==> config.mk <==
export PLATFORM = sky130hd
export DESIGN_NAME = instr_fetch_ctrl
export DESIGN_NICKNAME = d
export VERILOG_FILES = /design/src/rtl/cpu_pkg.sv /design/src/rtl/fetch_fifo.sv /design/src/rtl/instr_fetch_ctrl.sv
export SDC_FILE = /design/constraint.sdc
export NUM_CORES = 1
export LEC_CHECK = 0
export BUFFER_PORTS_ARGS = -buffer_cell sky130_fd_sc_hd__buf_2
export CAP_MARGIN = 20
export CORE_ASPECT_RATIO = 0.7
export CORE_UTILIZATION = 35
export DETAILED_ROUTE_END_ITERATION = 8
export REMOVE_ABC_BUFFERS = 1
export SLEW_MARGIN = 30
export SYNTH_ARGS = -nofsm -noshare
export SYNTH_HDL_FRONTEND = slang
export SYNTH_SLANG_ARGS = --single-unit
==> constraint.sdc <==
create_clock -name i_clock -period 5.05 [get_ports i_clock]
set_input_delay 1.01 -clock i_clock [delete_from_list [all_inputs] [get_ports i_clock]]
set_output_delay 1.01 -clock i_clock [all_outputs]
set_load 0.01 [all_outputs]
==> src/rtl/cpu_pkg.sv <==
// rtl/cpu_pkg.sv - shared fetch types and constants
package cpu_pkg;

  localparam logic [31:0] INSTR_BYTES      = 32'd4;
  localparam logic [31:0] RESET_PC_DEFAULT = 32'h0000_0000;

  typedef struct packed {
    logic [31:0] pc;
    logic [31:0] instr;
  } fetch_entry_t;

  typedef enum logic [1:0] {IDLE, RUN, FLUSH, HALT} fetch_state_e;

endpackage

==> src/rtl/fetch_fifo.sv <==
// rtl/fetch_fifo.sv - synchronous FIFO with push/pop/clear and occupancy count
module fetch_fifo #(
  parameter int  DEPTH = 2,
  parameter type T     = logic [31:0]
) (
  input  logic                   clk,
  input  logic                   rst_n,
  input  logic                   clear,
  input  logic                   push,
  input  T                       push_data,
  input  logic                   pop,
  output T                       head,
  output logic                   full,
  output logic                   empty,
  output logic [$clog2(DEPTH):0] count
);
  localparam int AW = $clog2(DEPTH);

  T              mem [DEPTH];
  logic [AW-1:0] wr_ptr;
  logic [AW-1:0] rd_ptr;
  logic          do_push;
  logic          do_pop;

  assign full    = (count == (AW+1)'(DEPTH));
  assign empty   = (count == '0);
  assign do_pop  = pop && !empty;
  // A push into a full queue is accepted only when the head leaves in the same cycle
  assign do_push = push && (!full || do_pop);
  assign head    = mem[rd_ptr];

  always_ff @(posedge clk or negedge rst_n) begin
    if (!rst_n) begin
      wr_ptr <= '0;
      rd_ptr <= '0;
      count  <= '0;
      for (int i = 0; i < DEPTH; i++) mem[i] <= '0;
    end else if (clear) begin
      wr_ptr <= '0;
      rd_ptr <= '0;
      count  <= '0;
    end else begin
      if (do_push) begin
        mem[wr_ptr] <= push_data;
        wr_ptr      <= wr_ptr + 1'b1;
      end
      if (do_pop) rd_ptr <= rd_ptr + 1'b1;
      case ({do_push, do_pop})
        2'b10:   count <= count + 1'b1;
        2'b01:   count <= count - 1'b1;
        default: ;
      endcase
    end
  end

  overflow_chk: assert property (@(posedge clk) disable iff (!rst_n)
    !(push && full && !pop && !clear));

endmodule

==> src/rtl/instr_fetch_ctrl.sv <==
// rtl/instr_fetch_ctrl.sv - fetch sequencer: imem req/gnt/rvalid to in-order valid/ready queue
// Optional FETCH_MISALIGN_EN: misaligned redirects halt fetch and raise o_fetchFault.
module instr_fetch_ctrl
  import cpu_pkg::*;
#(
  parameter logic [31:0] RESET_PC = RESET_PC_DEFAULT,
  parameter int          DEPTH    = 2
) (
  input  logic        i_clock,
  input  logic        i_resetn,
  output logic        o_imemReq,
  output logic [31:0] o_imemAddr,
  input  logic        i_imemGnt,
  input  logic        i_imemRvalid,
  input  logic [31:0] i_imemData,
  output logic        o_instrValid,
  output logic [31:0] o_instr,
  output logic [31:0] o_instrPC,
  input  logic        i_instrReady,
  input  logic        i_redirect,
  input  logic [31:0] i_redirectPC
`ifdef FETCH_MISALIGN_EN
  ,
  output logic        o_fetchFault
`endif
);
  localparam int CW = $clog2(DEPTH) + 1;

  fetch_state_e  state, state_n;
  logic [31:0]   pc, pc_n;
  logic [CW-1:0] discard, discard_n;
  logic [CW-1:0] outstanding;
  logic [CW-1:0] q_count;
  logic [CW-1:0] stale_n;
  logic [CW:0]   credits_used;
  logic          accept, take, drop, misalign;
  logic          q_empty, q_full, tag_empty, tag_full;
  logic          unused_full;
  logic [31:0]   tag_head;
  fetch_entry_t  q_head, q_push_data;

  assign accept       = o_imemReq && i_imemGnt;
  // Unsolicited responses (no tag outstanding) are never consumed
  assign take         = i_imemRvalid && (discard == '0) && !tag_empty;
  assign drop         = i_imemRvalid && (discard != '0);
  assign credits_used = {1'b0, outstanding} + {1'b0, q_count};
  assign stale_n      = discard + outstanding + CW'(accept) - CW'(i_imemRvalid);
  assign unused_full  = q_full ^ tag_full;

  assign o_imemReq  = (state == RUN) && !i_redirect && !tag_full &&
                      (credits_used < (CW+1)'(DEPTH));
  assign o_imemAddr = pc;

`ifdef FETCH_MISALIGN_EN
  assign misalign = (i_redirectPC[1:0] != 2'b00);
`else
  assign misalign = 1'b0;
`endif

  always_comb begin
    state_n   = state;
    pc_n      = pc;
    discard_n = discard - CW'(drop);
    if (accept) pc_n = pc + INSTR_BYTES;
    case (state)
      IDLE:    state_n = RUN;
      FLUSH:   if (discard_n == '0) state_n = RUN;
      default: ;
    endcase
    // Every response still in flight at a redirect belongs to the old stream
    if (i_redirect) begin
      pc_n      = i_redirectPC & ~32'h3;
      discard_n = stale_n;
      if (misalign)              state_n = HALT;
      else if (stale_n != '0)    state_n = FLUSH;
      else                       state_n = RUN;
    end
  end

  always_ff @(posedge i_clock or negedge i_resetn) begin
    if (!i_resetn) begin
      state   <= IDLE;
      pc      <= RESET_PC;
      discard <= '0;
    end else begin
      state   <= state_n;
      pc      <= pc_n;
      discard <= discard_n;
    end
  end

`ifdef FETCH_MISALIGN_EN
  always_ff @(posedge i_clock or negedge i_resetn) begin
    if (!i_resetn)       o_fetchFault <= 1'b0;
    else if (i_redirect) o_fetchFault <= misalign;
  end
`endif

  // Tag FIFO occupancy is the outstanding-request count
  fetch_fifo #(.DEPTH(DEPTH), .T(logic [31:0])) u_tag_fifo (
    .clk       (i_clock),
    .rst_n     (i_resetn),
    .clear     (i_redirect),
    .push      (accept),
    .push_data (pc),
    .pop       (take && !i_redirect),
    .head      (tag_head),
    .full      (tag_full),
    .empty     (tag_empty),
    .count     (outstanding)
  );

  assign q_push_data = '{pc: tag_head, instr: i_imemData};

  fetch_fifo #(.DEPTH(DEPTH), .T(fetch_entry_t)) u_instr_q (
    .clk       (i_clock),
    .rst_n     (i_resetn),
    .clear     (i_redirect),
    .push      (take && !i_redirect),
    .push_data (q_push_data),
    .pop       (i_instrReady && !i_redirect),
    .head      (q_head),
    .full      (q_full),
    .empty     (q_empty),
    .count     (q_count)
  );

  assign o_instrValid = !q_empty;
  assign o_instr      = q_empty ? 32'h0 : q_head.instr;
  assign o_instrPC    = q_empty ? 32'h0 : q_head.pc;

endmodule

After elaboration in Yosys (flattened, before gate mapping)
Cells that the tools add are included.

Register bits: 236. Bits of input ports: 70. Output and inout bits: 98.

Reductions and logical operators: 40. Multiplexer cells: 33. Equal/unequal tests: 9. Bitwise logic cells: 5. Add/sub/neg operators: 14. Order comparisons: 7.

Operators with widths (count): 32-bit 2-to-1 mux (8); 64-bit 2-to-1 mux (4); 128-bit bitwise mux (1); 64-bit bitwise mux (1); 64-bit demux with 1-bit select (1); 32-bit by 3-bit adder with 32-bit output, second input constant (1); 32-bit demux with 1-bit select (1); 1-bit logical AND (15); 2-bit nonzero test (7); 2-bit 2-to-1 mux (6); 2-bit case mux with 2 select lines (3); 2-bit equality test, second input constant (5); 2-bit zero test (5); 3-bit nonzero test (3); 2-bit greater-or-equal comparator, second input constant (4); 1-bit 2-to-1 mux (8); 1-bit NOT with 2-bit output (4); 2-bit by 1-bit equality test with 1-bit output, second input constant (3); 2-bit AND reduction (3); 1-bit zero test (5); 1-bit adder, second input constant (4); 2-bit by 1-bit adder with 2-bit output, second input constant (2); 2-bit by 1-bit < comparator with 1-bit output, second input constant (2); 2-bit by 1-bit subtractor with 2-bit output (2); other kinds (8) (10).

Longest topological paths before layout
Gate-level depths: netlist of run 1.

Depth after elaboration: 10. Gate-level depth with buffers: 14.

By module
From an unflattened synthesis of run 1, not the netlist that was laid out.

Cells, all modules: 895. Area, all modules: 11692.5 µm².

By module, submodules not included: fetch_fifo at u_instr_q (cells an instance 365, area an instance 5914.4 µm², instances 1, seq. area each 3303.2 µm²); fetch_fifo at u_tag_fifo (cells an instance 196, area an instance 3126.7 µm², instances 1, seq. area each 1701.6 µm²); instr_fetch_ctrl (cells an instance 334, area an instance 2651.3 µm², instances 1, seq. area each 850.8 µm²).

Least setup slack after synthesis of run 1
OpenSTA, ideal clock, no wires.

Path kind: input to register. From: input i_redirect. To: register state[0]. Data arrival time: 3.237 ns. Required time: 4.912 ns. Path buffers: 2. Cell stages on the path: 11. Slack: 1.676 ns. Cell sequence: buf_2 nor4_4 inv_2 clkbuf_1 ha_1 inv_1 fa_1 xnor2_1 xnor2_1 xor2_1 o22ai_1.

Longest elaborated chain between the ends: 10. Elaborated cells on any way between the ends: 13.

RTL lines: start: declaration (RTL line instr_fetch_ctrl.sv:20) `input logic i_redirect,`; 1-bit zero test (RTL line instr_fetch_ctrl.sv:50) `assign o_imemReq = (state == RUN) && !i_redirect && !tag_full &&`; 1-bit logical AND (3 in a row) (RTL line instr_fetch_ctrl.sv:50); 1-bit logical AND (RTL line instr_fetch_ctrl.sv:42) `assign accept = o_imemReq && i_imemGnt;`; 2-bit by 1-bit adder with 2-bit output (RTL line instr_fetch_ctrl.sv:47) `assign stale_n = discard + outstanding + CW'(accept) - CW'(i_imemRvalid);`; 2-bit by 1-bit subtractor with 2-bit output (RTL line instr_fetch_ctrl.sv:47); 2-bit nonzero test (RTL line instr_fetch_ctrl.sv:75) `else if (stale_n != '0) state_n = FLUSH;`; 2-bit 2-to-1 mux (RTL line instr_fetch_ctrl.sv:75); 2-bit 2-to-1 mux (RTL line instr_fetch_ctrl.sv:71) `if (i_redirect) begin`; end signal: assignment (RTL line instr_fetch_ctrl.sv:86) `state <= state_n;`; end: declaration (RTL line instr_fetch_ctrl.sv:29) `fetch_state_e state, state_n;`.

Several ways; a longest one is shown, not always the timed one. A chain may end at the register's enable or synchronous reset.

Final worst setup path of run 1
From: register u_tag_fifo.count[0]. To: output o_imemReq.

Longest elaborated chain between the ends: 4. Elaborated cells on any way between the ends: 6.

RTL lines: start: declaration (RTL line fetch_fifo.sv:15) `output logic [$clog2(DEPTH):0] count`; start signal: assignment (RTL line fetch_fifo.sv:49) `2'b10: count <= count + 1'b1;`; start signal: assignment (RTL line fetch_fifo.sv:50) `2'b01: count <= count - 1'b1;`; parallel branches: the longest is 3 deep, another holds 2-bit by 2-bit adder with 3-bit output; 1-bit logical AND (*) (RTL line instr_fetch_ctrl.sv:50); end: declaration (RTL line instr_fetch_ctrl.sv:11) `output logic o_imemReq,`.

Mark *: on every way between the ends.

==> results of run 1 <==
[final timing paths]
kind                                       to  slack (ns)  cells past startpoint
hold / removal              u_instr_q.mem[51]        0.48                      2
hold reg to reg             u_instr_q.mem[51]        0.48                      2
setup / recovery                    o_imemReq        1.42                      5
setup reg to reg                     state[0]        1.74                     12
min in group asynchronous  u_instr_q.mem[122]        0.53                      1
max in group asynchronous   u_instr_q.mem[82]        3.44                      2
[Yosys cell counts, types with 2 or more instances]
library cell,count,area [um^2]
a211oi_1,2,15.01
a21o_1,3,22.52
a21oi_1,37,185.2
a221o_1,5,50.05
a31oi_1,5,31.28
a32oi_1,3,26.28
and2_1,4,25.02
and3_1,3,18.77
buf_1,6,22.52
buf_2,8,40.04
buf_4,11,82.58
buf_6,5,56.30
clkbuf_1,32,120.1
dfrtp_1,226,5655
fa_1,2,40.04
ha_1,3,37.54
inv_1,8,30.03
mux2_1,8,90.09
mux2_2,115,1295
mux2i_1,96,960.9
nand2_1,74,277.8
nand2b_1,5,31.28
nand3_1,18,90.09
nand4_1,15,93.84
nor2_1,114,427.9
nor2b_1,4,25.02
nor3_1,5,25.02
nor4_2,2,25.02
o211ai_1,10,75.07
o21ai_0,56,280.3
o311ai_0,7,61.31
xnor2_1,6,52.55
xor2_1,4,35.03
[routing by layer]
layer / track usage (%) / part of all wire (%)
met1: 24.63 / 49
met3: 3.634 / 4.5
met2: 26.37 / 44
met4: 3.493 / 1.8
met5: 0 / 0
[power groups by stage]
stage                     clock, mW  sequential, mW  combinational, mW
after floorplan                   0            2.41              0.618
after global placement            0            2.46              0.841
after detailed placement          0            2.47              0.872
after CTS                      1.82            2.44              0.878
after global routing           1.89            2.50              0.984
final                          1.76            2.44              0.861
[registers in the layout, summed over array words and instances, names as in the netlist]
| signal | count |
|---|---|
| u_instr_q.wr_ptr | 1 |
| u_tag_fifo.wr_ptr | 1 |
| discard | 2 |
| o_imemAddr | 30 |
| u_instr_q.mem | 124 |
| u_tag_fifo.count | 2 |
| u_tag_fifo.rd_ptr | 1 |
| u_instr_q.count | 2 |
| state | 2 |
| u_tag_fifo.mem | 60 |
| u_instr_q.rd_ptr | 1 |
[through the flow]
step | instance area (um^2) | util (%) | TNS [ns]
2_1_floorplan | 10180 | - | -8.040
4_1_cts | 12430 | 42.64 | 0
3_3_place_gp | 11610 | 39.84 | 0
5_1_grt | 12430 | 42.64 | 0
6_report | 12430 | 42.64 | 0
3_5_place_dp | 11640 | 39.94 | 0
[kinds of logic (layout without fill, tap and decap cells)]
kind of cell | after synthesis | after routing | synth area share [%]
buf+inv | 71 | 228 | 3.388
fa+ha+maj | 5 | 5 | 0.7396
mux | 219 | 219 | 22.37
other cells | 1 | 4 | 0.03575
compound gates | 134 | 134 | 7.587
flops | 226 | 226 | 53.92
simple gates | 256 | 256 | 11.13
xor+xnor | 10 | 10 | 0.8350
[worst max-delay path, stage by stage, from the launching register on]
cell and delay, ns:
dfrtp_1 0.46, and2_1 0.18, fa_1 0.46, or4b_2 0.63, nor3_1 0.20, buf_2 0.17
[final cells by class]
cell class	instances	area (um^2)
timing repair buffer	176	960.9
sequential	226	5663
inverter	9	33.78
multi-input combinational	628	4511
tap	378	473.0
clock inverter	11	95.09
fill	2788	16720
clock buffer	32	691.9
==> impl_results.rst, run 1 <==
.. list-table::
   :header-rows: 1

   * - Metric
     - Value
   * - Run status
     - finished clean
   * - Post-synth cell types
     - 53
   * - Iteration count of the initial detailed-routing pass
     - 4
   * - Highest fanout seen on the critical path
     - 7
   * - Reg2reg start
     - u_tag_fifo.count[0]
   * - Wire length of the first global-routing pass
     - ~41 mm
   * - Area growth from synthesis to layout
     - 18.49%
   * - Clk_lat worst skew
     - 0.52 ns
   * - Clock network fraction of total power
     - about a third
   * - Max-cap violations
     - 0
   * - Total Power
     - just over 5 mW
   * - Actual slew at the worst max-slew pin
     - 0.8523 ns
   * - Worst Setup Slack, final
     - 1.423 ns
   * - Setup repair after global routing missed its margin
     - false
   * - Number of global-route vias before repair
     - about 7400
   * - Starting utilization of the core area
     - 35.98%
   * - Detailed-route vias per instance
     - roughly 5
   * - Lkg Pwr
     - between 5 and 6 nW
   * - Ratio of final minimum period to clock period
     - 71.83%
   * - Ys Warns
     - 0
   * - Ys async rst share
     - 100.0%
   * - Drt initial violations
     - between 200 and 300
   * - Area of the die
     - approximately 30000 um^2
   * - Layout cells sized above 1
     - a little under a third
   * - Power density over the cells
     - just over 400 nW/um^2
   * - Layout Skew
     - about 0.014 ns
   * - Clk Tree Root Cell
     - clkbuf_16
   * - Setup crit start kind
     - flop
   * - Class of the worst hold path
     - flop to flop
   * - Internal power consumption
     - roughly 3.7 mW
   * - Antenna Violating Nets Remaining
     - 0
   * - Portion of the post-synthesis area used by sequential elements
     - 53.92%
   * - H-tree lvl count
     - 1
   * - PostCTS Resize Cnt
     - 0
   * - Most common cell after layout, fill and taps aside
     - dfrtp_1
   * - Net switching fraction of the power
     - between 20% and 30%
   * - Final hold violation count
     - 0
   * - Most used flip-flop cell after synthesis
     - dfrtp_1
   * - Clock-pin slew on the worst setup and hold paths
     - about 0.060 ns
   * - Die height
     - roughly 150 um
   * - # setup viols final
     - 0
   * - Req. time, crit path
     - slightly above 4 ns
   * - Worst slew margin
     - 43.18%
   * - Mean routed wirelength per cell
     - about 18 um
   * - Core Area
     - just under 30000 um^2
   * - Routed vias
     - between 7000 and 8000
   * - Clock buffers created by TritonCTS
     - 24
   * - Port Buf Inserts
     - ~160
   * - Top-level port count
     - approximately 170
   * - Number of antenna violations at the first check in global routing
     - 0
   * - Cells after synthesis
     - between 900 and 1000
   * - Minimum hold slack
     - approximately 0.48 ns
   * - Number of enable-type register cells in the synthesized netlist
     - 0
   * - Synthesis-stage register bit count
     - 226
   * - Arr. time, crit path
     - approximately 2.6 ns
   * - Maximum frequency from static timing analysis
     - 275.7 MHz
   * - Final routed wirelength across all metal layers
     - approximately 26 mm
   * - Beginning of the critical path
     - u_tag_fifo.count[0]
   * - Worst-case vdd ir drop
     - 0.2149 mV
   * - Setup crit end kind
     - output pin
   * - Number of buffers on the longest clock path
     - 3
   * - Routability cong.
     - between 0.7 and 0.8
   * - Net switching power figure
     - 1.411 mW
   * - Hold path start
     - u_instr_q.mem[51]
   * - Post-route DRC violation count
     - 0
   * - Pins over their slew limit
     - 0
   * - Leftover overflow at the end of global routing
     - 0
   * - Critical setup path kind
     - flop to output pin
   * - Buffers inserted during post-CTS setup optimization
     - 0
   * - Synthesized area per cell
     - approximately 11 um^2
   * - Width of the die
     - about 210 um
   * - Number of cells after detailed placement
     - ~1400
   * - Detailed placement HPWL
     - around 17 mm
   * - Logic gate share of total power
     - between 15 and 20%
   * - Clock tree from TritonCTS
     - done
   * - Sequential fraction of design power
     - roughly 48%
   * - Worst-case setup slack after placement
     - between 1.5 and 2 ns
   * - Top library cells by usage in the layout, fill and taps aside
     - dfrtp_1, buf_2, mux2_2, nor2_1, mux2i_1
   * - Row cnt
     - 52
   * - Number of nets in the layout
     - approximately 1100
   * - Final std cells w/o fill
     - around 1500
   * - Largest net degree at the start of global routing
     - between 100 and 150
   * - Minimum clock period after layout
     - ~3.6 ns
   * - Global Route Usage Sum
     - between 10% and 20%
   * - Number of buffers inserted by hold repair at cts
     - 0
   * - Number of clock sinks seen by CTS
     - between 200 and 250
   * - Synth Cell Area
     - 10490 um^2
   * - Antenna diode instance count
     - 0
(Power assumes the default switching activity.)
==> run 2, diff against run 1 <==
clock period = 3.7 ns   (was 5.05 ns; I/O delays follow)
==> run 2 against run 1 <==
Net effect: clock skew is 0.0061 ns lower; sequential share of layout area shrank 0.47 points; cell count up 0.21%; routed wire length about the same; power is 41% higher; clock power increased by 49%; global-route usage is 0.073 points lower; hold slack got worse by 0.30 ns; flip-flop and latch count stayed put; largest cell class unchanged.
==> impl_results.rst, run 2 (synthesis gave the netlist of run 1 again) <==
.. list-table::
   :header-rows: 1

   * - Metric
     - Value
   * - Pins over their slew limit
     - 0 (unchanged)
   * - Arr. time, crit path
     - 2.60 ns (was 2.62 ns)
   * - Area growth from synthesis to layout
     - 19.72% (was 18.49%)
   * - Number of nets in the layout
     - 1142 (was 1140)
   * - Clk_lat worst skew
     - 0.53 ns (was 0.52 ns)
   * - Number of antenna violations at the first check in global routing
     - 0 (unchanged)
   * - CP max-delay cell
     - or4b_2 (unchanged)
   * - Top library cells by usage in the layout, fill and taps aside
     - dfrtp_1, buf_2, mux2_2, nor2_1, mux2i_1 (unchanged)
   * - Crit path largest cell delay
     - 0.62 ns (was 0.63 ns)
   * - Clock-pin slew on the worst setup and hold paths
     - 0.06 ns (about the same)
   * - Minimum hold slack
     - 0.1804 ns (was 0.4767 ns)
   * - Depth of the most critical reg-to-reg path
     - 13 (was 12)
   * - Top-level port count
     - 168 (unchanged)
   * - Logic gate share of total power
     - 16.4% (was 17.0%)
   * - Largest net degree at the start of global routing
     - 90 (was 108)
   * - Lkg Pwr
     - 5.770 nW (was 5.708 nW)
   * - Run status
     - finished clean (unchanged)
   * - Antenna diode instance count
     - 0 (unchanged)
   * - Antenna Violating Nets Remaining
     - 0 (unchanged)
   * - Final hold violation count
     - 0 (unchanged)
   * - Register name with the most flops
     - u_instr_q.mem (unchanged)
   * - Actual slew at the worst max-slew pin
     - 0.8504 ns (was 0.8523 ns)
   * - Layout cells sized above 1
     - 32.07% (was 31.89%)
   * - PostCTS Resize Cnt
     - 0 (unchanged)
   * - Power density over the cells
     - 568.4 nW/um^2 (was 407.4 nW/um^2)
   * - Beginning of the critical path
     - u_instr_q.count[0] (was u_tag_fifo.count[0])
   * - Max-cap violations
     - 0 (unchanged)
   * - Reg2reg start
     - u_instr_q.count[0] (was u_tag_fifo.count[0])
   * - Net switching power figure
     - 1.912 mW (was 1.411 mW)
   * - Post-route cell area
     - 12560 um^2 (was 12430 um^2)
   * - H-tree lvl count
     - 1 (unchanged)
   * - Setup repair after global routing missed its margin
     - false (unchanged)
   * - Critical setup path kind
     - flop to output pin (unchanged)
   * - Clock network fraction of total power
     - 36.9% (was 34.8%)
   * - Clock buffers created by TritonCTS
     - 24 (unchanged)
   * - Setup crit start kind
     - flop (unchanged)
   * - Setup crit end kind
     - output pin (unchanged)
   * - Number of cells after detailed placement
     - 1419 (was 1417)
   * - Detailed-route vias per instance
     - 4.985 (was 5.017)
   * - Number of buffers on the longest clock path
     - 3 (unchanged)
   * - Sequential fraction of design power
     - 46.7% (was 48.2%)
   * - Most common cell after layout, fill and taps aside
     - dfrtp_1 (unchanged)
   * - R2R Path End
     - state[1] (was state[0])
   * - Setup slack of the most critical reg-to-reg path
     - 0.57 ns (was 1.74 ns)
   * - Number of clock sinks seen by CTS
     - 226 (unchanged)
   * - Maximum frequency from static timing analysis
     - around 300 MHz
   * - Layout Skew
     - 0.008072 ns (was 0.01420 ns)
   * - Buffers inserted during post-CTS setup optimization
     - 0 (unchanged)
   * - Drt initial violations
     - 387 (was 287)
   * - Final routed wirelength across all metal layers
     - 25.76 mm (was 25.79 mm)
   * - Flip-flop count of the largest register, all copies and words added
     - 124 (unchanged)
   * - Wire length of the first global-routing pass
     - 41.18 mm (was 41.46 mm)
   * - Post-route DRC violation count
     - 0 (unchanged)
   * - Final std cells w/o fill
     - 1463 (was 1460)
   * - Net switching fraction of the power
     - 26.79% (was 27.87%)
   * - Total Power
     - 7.138 mW (was 5.063 mW)
   * - Routed vias
     - 7293 (was 7325)
   * - Core Area
     - 29150 um^2 (unchanged)
   * - Cell area reported after detailed placement
     - 11690 um^2 (was 11640 um^2)
   * - Internal power consumption
     - 5.226 mW (was 3.652 mW)
   * - Width of the die
     - 208.9 um (unchanged)
   * - Die height
     - 146.8 um (unchanged)
   * - Row cnt
     - 52 (unchanged)
   * - Highest fanout seen on the critical path
     - 6 (was 7)
   * - Routability cong.
     - 0.7309 (was 0.7588)
   * - Req. time, crit path
     - 2.96 ns (was 4.04 ns)
   * - Worst slew margin
     - 42.83% (was 43.18%)
   * - Area of the die
     - 30680 um^2 (unchanged)
   * - # setup viols final
     - 0 (unchanged)
   * - Critical path destination
     - o_imemReq (unchanged)
   * - Minimum clock period after layout
     - approximately 3.3 ns
   * - Starting utilization of the core area
     - 35.98% (unchanged)
   * - Worst-case vdd ir drop
     - 0.2962 mV (was 0.2149 mV)
   * - Port Buf Inserts
     - 161 (unchanged)
   * - Mean routed wirelength per cell
     - 17.61 um (was 17.66 um)
   * - Class of the worst hold path
     - input pin to asynchronous set/reset pin (was flop to flop)
   * - Clock tree from TritonCTS
     - done (unchanged)
   * - Number of buffers inserted by hold repair at cts
     - 0 (unchanged)
   * - Clk Tree Root Cell
     - clkbuf_16 (unchanged)
   * - Leftover overflow at the end of global routing
     - 0 (unchanged)
   * - Iteration count of the initial detailed-routing pass
     - 5 (was 4)
   * - Detailed placement HPWL
     - 16.99 mm (was 16.90 mm)
   * - Number of global-route vias before repair
     - 7272 (was 7355)
   * - Global Route Usage Sum
     - 16.98% (was 17.05%)
   * - Ratio of final minimum period to clock period
     - 90.37%
   * - Critical path, cell by cell
     - and2_1 > fa_1 > or4b_2 > nor3_1 > buf_2 (unchanged)
==> run 2: changes by cell type in the layout (fill, tap and decap cells not counted), moves of 2 or more <==
cell        change
buf_12          +4
clkinvlp_4      -2
clkbuf_8        +2
bufinv_16       +3
==> run 2: worst max-delay path, delay by kind of cell, from the launching register on <==
kind	cells	cell delay, ns
adders and majority gates	1	0.44
buffers and inverters	1	0.18
DFF	1	0.44
and+or+nand+nor	3	1.03
==> run 2: through the flow <==
| step | setup TNS (ns) | util [%] | setup WS (ns) |
|---|---|---|---|
| 2_1_floorplan | -100.66 | - | -1.325 |
| 3_3_place_gp | 0 | 40.08 | 0.5894 |
| 3_5_place_dp | 0 | 40.10 | 0.5505 |
| 4_1_cts | 0 | 43.08 | 0.2430 |
| 5_1_grt | 0 | 43.08 | 0.1873 |
| 6_report | 0 | 43.08 | 0.3562 |
==> run 2: layout make-up <==
| type | instances | area (um^2) |
|---|---|---|
| flip-flops and latches | 226 | 5663 |
| multi-input cells | 628 | 4513 |
| clock inverters | 9 | 145.1 |
| repair buffers | 178 | 1006 |
| well taps | 378 | 473.0 |
| fillers | 2782 | 16590 |
| clock buffers | 35 | 723.2 |
| inverters | 9 | 33.78 |
==> run 2: worst min-delay path by stage <==
| stage | startpoint | end | cells past startpoint |
|---|---|---|---|
| final | i_resetn | u_instr_q.mem[100] | 1 |
| after global routing | i_resetn | u_instr_q.mem[100] | 1 |
| after CTS | i_resetn | u_instr_q.wr_ptr | 1 |
| after detailed placement | u_instr_q.mem[63] | u_instr_q.mem[63] | 2 |
| after global placement | u_instr_q.mem[40] | u_instr_q.mem[40] | 2 |
| after floorplan | i_resetn | discard[0] | 0 |
==> run 2: power groups by stage <==
stage,logic (mW),registers (mW),clock network (mW)
floorplan,0.843,3.29,0
global placement,1.15,3.36,0
detailed placement,1.18,3.38,0
CTS,1.19,3.34,2.71
global route,1.33,3.41,2.81
finish,1.17,3.34,2.63
==> run 2: metal layers <==
metal / wire length [um] / up-vias / share of wire (%) / track usage [%]
li1: - / 3541 / - / -
met1: 12980 / 3581 / 50 / 24.99
met2: 11220 / 145 / 44 / 25.73
met3: 1211 / 26 / 4.7 / 3.655
met4: 349 / 0 / 1.4 / 3.309
met5: 0 / - / 0 / 0
